[src/rtl/sc_stream_to_binary_if.sv]
// sc_stream_to_binary_if: request/result bundle for the stochastic-to-binary converter
//   start, len, bit_in : conversion request and the stochastic bitstream (producer side)
//   busy               : converter occupied (RUN or DONE)
//   result, result_valid, result_ready : count handshake toward the consumer
interface sc_stream_to_binary_if #(parameter int CW = 16);
    logic          start;
    logic [CW-1:0] len;
    logic          bit_in;
    logic          busy;
    logic [CW-1:0] result;
    logic          result_valid;
    logic          result_ready;
    modport master (
        output start, len, bit_in, result_ready,
        input  busy, result, result_valid
    );
    modport slave (
        input  start, len, bit_in, result_ready,
        output busy, result, result_valid
    );
endinterface

[src/rtl/sc_stream_to_binary.sv]
// sc_stream_to_binary: counts 1s of a stochastic bitstream over a programmable window
//   clk : rising-edge clock
//   rst : asynchronous active-low reset
//   s   : slave side of sc_stream_to_binary_if (start/len/bit_in in, busy/result/result_valid out, result_ready in)
module sc_stream_to_binary #(parameter int CW = 16) (
    input logic                 clk,
    input logic                 rst,
    sc_stream_to_binary_if.slave s
);
    typedef enum logic [1:0] {IDLE, RUN, DONE} state_t;
    state_t        state, state_nx;
    logic [CW-1:0] acc, rem, result_q;
    logic [CW-1:0] acc_nx;
    logic          take;
    always_ff @(posedge clk or negedge rst)
        if (!rst) state <= IDLE;
        else      state <= state_nx;
    always_comb begin
        take     = state == IDLE && s.start;
        acc_nx   = acc + CW'(s.bit_in);
        state_nx = state;
        if (state == IDLE)
            state_nx = s.start ? (s.len == '0 ? DONE : RUN) : IDLE;
        else if (state == RUN)
            state_nx = rem == CW'(1) ? DONE : RUN;
        else
            state_nx = s.result_ready ? IDLE : DONE;
    end
    // The last bit of the window is folded into the result on the same edge it is sampled.
    always_ff @(posedge clk or negedge rst)
        if (!rst) begin
            acc      <= '0;
            rem      <= '0;
            result_q <= '0;
        end else if (take) begin
            acc <= '0;
            rem <= s.len;
            if (s.len == '0) result_q <= '0;
        end else if (state == RUN) begin
            acc <= acc_nx;
            rem <= rem - CW'(1);
            if (rem == CW'(1)) result_q <= acc_nx;
        end
    always_comb begin
        s.busy         = state != IDLE;
        s.result_valid = state == DONE;
        s.result       = result_q;
    end
endmodule

[src/flat_wrapper.sv]
// flat-port wrapper written by rule: the top's interface ports become plain ports
module sc_stream_to_binary_flat 
#(parameter int CW = 16)
  (clk, rst, s_start, s_len, s_bit_in, s_result_ready, s_busy, s_result, s_result_valid);
  sc_stream_to_binary_if #(.CW(CW)) s_i ();
  input logic clk;
  input logic rst;
  input wire logic [$bits(s_i.start)-1:0] s_start;
  input wire logic [$bits(s_i.len)-1:0] s_len;
  input wire logic [$bits(s_i.bit_in)-1:0] s_bit_in;
  input wire logic [$bits(s_i.result_ready)-1:0] s_result_ready;
  output wire logic [$bits(s_i.busy)-1:0] s_busy;
  output wire logic [$bits(s_i.result)-1:0] s_result;
  output wire logic [$bits(s_i.result_valid)-1:0] s_result_valid;
  assign s_i.start = s_start;
  assign s_i.len = s_len;
  assign s_i.bit_in = s_bit_in;
  assign s_i.result_ready = s_result_ready;
  assign s_busy = s_i.busy;
  assign s_result = s_i.result;
  assign s_result_valid = s_i.result_valid;
  sc_stream_to_binary #(.CW(CW)) u_core (.clk(clk), .rst(rst), .s(s_i));
endmodule
[config.mk]
export PLATFORM = sky130hd
export DESIGN_NAME = sc_stream_to_binary_flat
export DESIGN_NICKNAME = d
export VERILOG_FILES = /design/src/rtl/sc_stream_to_binary_if.sv /design/src/rtl/sc_stream_to_binary.sv /design/src/flat_wrapper.sv
export SDC_FILE = /design/constraint.sdc
export NUM_CORES = 1
export LEC_CHECK = 0
export ABC_CLOCK_PERIOD_IN_PS = 6650
export BUFFER_PORTS_ARGS = -buffer_cell sky130_fd_sc_hd__buf_4
export CAP_MARGIN = 20
export CORE_UTILIZATION = 41
export DETAILED_ROUTE_END_ITERATION = 7
export HOLD_SLACK_MARGIN = 0.15
export PLACE_DENSITY = 0.71
export SETUP_SLACK_MARGIN = 0.4
export SLEW_MARGIN = 20
export SYNTH_ARGS = -nofsm -noshare
export SYNTH_HDL_FRONTEND = slang
export SYNTH_SLANG_ARGS = --single-unit
[constraint.sdc]
create_clock -name clk -period 6.65 [get_ports clk]
set_clock_uncertainty 0.2 [all_clocks]
set_input_delay 1.6625 -clock clk [delete_from_list [all_inputs] [get_ports clk]]
set_output_delay 1.6625 -clock clk [all_outputs]
set_load 0.05 [all_outputs]
== Word level (Yosys, flattened, before mapping) ==
Cells that the tools add are included.

* Register bits: 50
* Input bits: 21
* Logic and storage cells: 31

* Add/sub/neg operators: 2
* Equality and inequality tests: 4
* Multiplexer cells: 14
* Reduce and logical (&&, ||, !) cells: 7

{| class="wikitable"
|+ Operator list
! cell !! count
|-
| $mux 16 || 8
|-
| $add 16x1->16 || 1
|-
| $eq 16x1->1 const B || 1
|-
| $logic_not 16->1 || 1
|-
| $sub 16x1->16 const B || 1
|-
| $mux 2 || 6
|-
| $reduce_bool 2->1 || 3
|-
| $reduce_and 3->1 || 1
|-
| $eq 2x1->1 const B || 1
|-
| $eq 2x2->1 const B || 1
|-
| $logic_not 2->1 || 1
|-
| $ne 2x2->1 const B || 1
|-
| $logic_and 1x1->1 || 1
|}

== Logic depth before layout (Yosys ltp) ==
* Depth in word-level cells: 4
* Gate-level depth with buffers: 10
* Mapped depth without buffers: 7

== Worst setup path before layout ==
OpenSTA, ideal clock, no wires.

* Path kind: in2reg
* From: in s_bit_in
* To: reg u_core.acc[13]
* Library setup time: 0.132 ns
* Data arrival time: 2.876 ns
* Data required time: 6.318 ns
* Setup slack: 3.442 ns
* Stages on the path: 7
* Path buffers: 1
* Cells stage by stage: ha_1 > nand4_1 > or2_2 > clkbuf_1 > nor4_1 > xnor2_1 > nor2_1

* Longest elaborated chain between the ends: 3

{| class="wikitable"
|+ RTL lines
! element !! RTL line !! text
|-
| start: declaration || flat_wrapper.sv:10 || <nowiki>input wire logic [$bits(s_i.bit_in)-1:0] s_bit_in;</nowiki>
|-
| $add 16x1->16 || sc_stream_to_binary.sv:20 || <nowiki>acc_nx = acc + CW'(s.bit_in);</nowiki>
|-
| $mux 16 || sc_stream_to_binary.sv:39 || <nowiki>end else if (state == RUN) begin</nowiki>
|-
| $mux 16 || sc_stream_to_binary.sv:35 || <nowiki>end else if (take) begin</nowiki>
|-
| end signal: assignment || sc_stream_to_binary.sv:40 || <nowiki>acc <= acc_nx;</nowiki>
|-
| end: declaration || sc_stream_to_binary.sv:12 || <nowiki>logic [CW-1:0] acc, rem, result_q;</nowiki>
|}

No other way between the ends. The select of a mux whose other input is x is not followed.
A chain may end at the register's enable or synchronous reset.

== Worst setup path in the final report ==
* From: in s_bit_in
* To: reg u_core.acc[14]

Same word-level chain as after synthesis.

==> impl_results.rst <==
.. list-table::
   :header-rows: 1

   * - Metric
     - Value
   * - Proportion of layout cells with a drive suffix above 1
     - 17.2%
   * - Min cycle time layout
     - 3190 ps
   * - Type of the most critical hold path
     - register to register
   * - Synth Net Count
     - 298
   * - Top_reg_cell synth
     - sky130_fd_sc_hd__dfrtp_1
   * - Post-route design area
     - 0.00303 mm²
   * - Worst Setup End Kind
     - register
   * - Detailed-router iteration count before antenna repair
     - 6
   * - Hold_ws
     - 294 ps
   * - Top cells by count, synth
     - sky130_fd_sc_hd__dfrtp_1 (50), sky130_fd_sc_hd__nand2_1 (27), sky130_fd_sc_hd__nor2_1 (20)
   * - HPWL after DPL
     - 4170 µm
   * - Critical path startpoint category
     - input port
   * - Worst r2r dst
     - u_core.s.result[12]
   * - Count of H-tree levels built during CTS
     - 2
   * - Quantity of I/O buffers inserted on ports
     - 38
   * - Synthesized flop and latch total
     - 50
   * - Critical-path maximum fanout
     - 6
   * - Ys Warns
     - 0
   * - Final GP Congestion
     - 0.855
   * - Synth cell types
     - 40
   * - Die boundary width
     - 81.9 µm
   * - Cells after synthesis
     - 273
   * - Highest achievable clock rate
     - 313 MHz
   * - Clock tree from TritonCTS
     - yes
   * - GRT Overall Usage
     - 19.8%
   * - Signed area change from the synthesized netlist to the final layout
     - 15.6%
   * - DR iter-0 viols
     - 239
   * - I/O pin count
     - 39
   * - RSZ-0062 raised after global routing
     - false
   * - Final hold violation count
     - 0
   * - Post-detailed-route DRC marker count
     - 0
   * - Total Routed Length
     - 6050 µm
   * - Std-Cell Core Area
     - 0.00603 mm²
   * - Overall die area
     - 0.00671 mm²
   * - Total Neg Setup Slack
     - 0 ps
   * - Syn Area/Cell
     - 9.59 µm²
   * - Clock root buffer
     - sky130_fd_sc_hd__clkbuf_8
   * - R2r worst-path depth
     - 5
   * - Most repeated cell in the gate-level netlist after synthesis
     - sky130_fd_sc_hd__dfrtp_1
   * - Endpoint arrival time on the critical path
     - 3230 ps
   * - Site row count
     - 28
   * - Part of the Yosys area used for sequential elements
     - 47.8%
   * - P_leak
     - 1.32 nW
   * - Post-synth design cell area
     - 0.00262 mm²
   * - Starting Density
     - 43.5%
   * - Top cells by area in the synthesized netlist
     - sky130_fd_sc_hd__dfrtp_1 (48%), sky130_fd_sc_hd__xnor2_1 (4.3%), sky130_fd_sc_hd__nand2_1 (3.9%)
   * - Number of flops mapped to enable cells by yosys
     - 0
   * - Per-cell routed wire length
     - 16.0 µm
   * - Placement-stage cell area
     - 0.00291 mm²
   * - Critical hold path startpoint
     - u_core.s.result[6]
   * - Number of antenna violations at the first check in global routing
     - 0
   * - Period utilisation layout
     - 48.0%
   * - Hold worst-path end
     - u_core.s.result[6]
   * - Antenna violation net count after detailed routing
     - 0
   * - Least-Margin Pin Slew
     - 764 ps
   * - Pin count of the biggest net entering global routing
     - 51
   * - Area share of the leading cell type in the synthesized netlist
     - 47.8%
   * - Net count, final
     - 327
   * - Largest voltage drop on the vdd net
     - 0.000127 V
   * - Cts bufs inserted
     - 5
   * - Wire length of the first global-routing pass
     - 10200 µm
   * - Share of synthesized registers carrying an async set or reset
     - 100%
   * - Hold path cells
     - 1
   * - Worst slew margin relative to its limit
     - 49.1%
   * - Flop-to-flop setup slack
     - 3640 ps
   * - N_diodes
     - 0
   * - Status
     - finished clean
   * - Path type of the worst setup path
     - input port to register
   * - Total power divided by cell area
     - 331 mW/mm²
   * - Maximum root-to-sink buffer count
     - 2
   * - Vias per inst
     - 5.75
   * - Critical path data required time
     - 6680 ps
   * - Max-cap viol count
     - 0
   * - Final setup violation count
     - 0
   * - Die height
     - 81.9 µm
   * - Post-CTS setup repair buffer count
     - 0
   * - Number of max-slew violations in the final report
     - 0
   * - Number of global-route vias before repair
     - 2038
   * - Total number of vias
     - 2174
   * - Count of clock tree sinks
     - 50
   * - Library cell occupying the most area in the post-synthesis netlist
     - sky130_fd_sc_hd__dfrtp_1
   * - Resized cells post-CTS
     - 0
   * - Clock insertion delay at the later pin of the skew report
     - 300 ps
   * - Congestion Overflow GR
     - 0
   * - Dpl cells
     - 370
   * - Number of buffers inserted for hold repair after clock tree synthesis
     - 0
   * - Startpoint of the lowest-slack register-to-register path
     - u_core.rem[4]
   * - Clock transition at the register clock pins on the worst setup and hold paths after CTS
     - 100 ps
   * - Number of standard cells in the layout, taps in and fillers out
     - 378
## through the flow
stage                     total power [W]  setup WS [ps]  utilization [%]
after floorplan                  0.000682           3440                -
after global placement           0.000766           3250             48.4
after detailed placement         0.000782           3170             48.4
after CTS                         0.00100           3490             50.2
after global routing              0.00107           3310             50.2
final                             0.00100           3460             50.2
## kinds of logic after synthesis
| kind of cell | share of synthesized area (%) |
|---|---|
| multiplexers | 0.382 |
| flip-flops | 47.8 |
| AO/OA/AOI/OAI | 15.5 |
| adder cells (fa/ha/maj) | 1.91 |
| XOR/XNOR | 7.69 |
| AND/OR/NAND/NOR | 21.9 |
| buffers and inverters | 4.78 |
## final cells by class
type                            count  area [µm²]
Tap cell                           75        93.8
Fill cell                         568        3000
Timing Repair Buffer               40         300
Sequential cell                    50        1250
Inverter                            7        26.3
Multi-Input combinational cell    198        1240
Clock inverter                      3        45.0
Clock buffer                        5        68.8
## how the worst max path moves through the flow
| stage | slack [ps] | cells after the start | start | end |
|---|---|---|---|---|
| 2_1_floorplan | 3440 | 7 | s_bit_in | u_core.acc[13] |
| 3_3_place_gp | 3250 | 7 | s_bit_in | u_core.acc[12] |
| 3_5_place_dp | 3170 | 7 | s_bit_in | u_core.acc[14] |
| 4_1_cts | 3490 | 7 | s_bit_in | u_core.acc[14] |
| 5_1_grt | 3310 | 7 | s_bit_in | u_core.acc[14] |
| 6_report | 3460 | 7 | s_bit_in | u_core.acc[14] |
## where the power goes
group	internal, W	switching [W]	total [W]
sequential	0.000373	0.0000747	0.000448
combinational	0.000127	0.000206	0.000333
clock	0.000112	0.000108	0.000220
## registers in the layout, summed over array words and instances, names as in the netlist
signal and cells:
u_core.acc 16, u_core.rem 16, u_core.s.result 16, u_core.state 2
## placed cells by master (no fill, tap or decap), types with 2 or more instances in the layout
cell                         instances
sky130_fd_sc_hd__a21o_1              3
sky130_fd_sc_hd__a21oi_1             8
sky130_fd_sc_hd__a221o_1             3
sky130_fd_sc_hd__a22o_1             10
sky130_fd_sc_hd__and4_1              3
sky130_fd_sc_hd__buf_4              40
sky130_fd_sc_hd__clkbuf_8            5
sky130_fd_sc_hd__clkinvlp_4          2
sky130_fd_sc_hd__dfrtp_1            50
sky130_fd_sc_hd__ha_1                4
sky130_fd_sc_hd__inv_1               6
sky130_fd_sc_hd__nand2_1            27
sky130_fd_sc_hd__nand2b_1            2
sky130_fd_sc_hd__nand3_1            13
sky130_fd_sc_hd__nand4_1             6
sky130_fd_sc_hd__nor2_1             20
sky130_fd_sc_hd__nor3_1             10
sky130_fd_sc_hd__nor4_1             12
sky130_fd_sc_hd__o211ai_1            6
sky130_fd_sc_hd__o21ai_0            16
sky130_fd_sc_hd__o2bb2ai_1           3
sky130_fd_sc_hd__o311ai_0            5
sky130_fd_sc_hd__or2_2               2
sky130_fd_sc_hd__or3_1               8
sky130_fd_sc_hd__or4_1               3
sky130_fd_sc_hd__xnor2_1            13
sky130_fd_sc_hd__xor2_1             10
## layer usage
layer,track usage [%],up-vias,wire length [µm]
met4,5.26,0,55
li1,-,1054,-
met1,29.4,1060,2900
met5,0,-,0
met2,29.5,56,2860
met3,3.33,4,239
## worst max-delay path, cell delays in order
cell and delay (ps):
sky130_fd_sc_hd__buf_4 80, sky130_fd_sc_hd__ha_1 190, sky130_fd_sc_hd__ha_1 290, sky130_fd_sc_hd__and4_1 270, sky130_fd_sc_hd__nand4_1 220, sky130_fd_sc_hd__or3_1 370, sky130_fd_sc_hd__a21oi_1 150
Note: power is estimated with default switching activity, not from simulation.
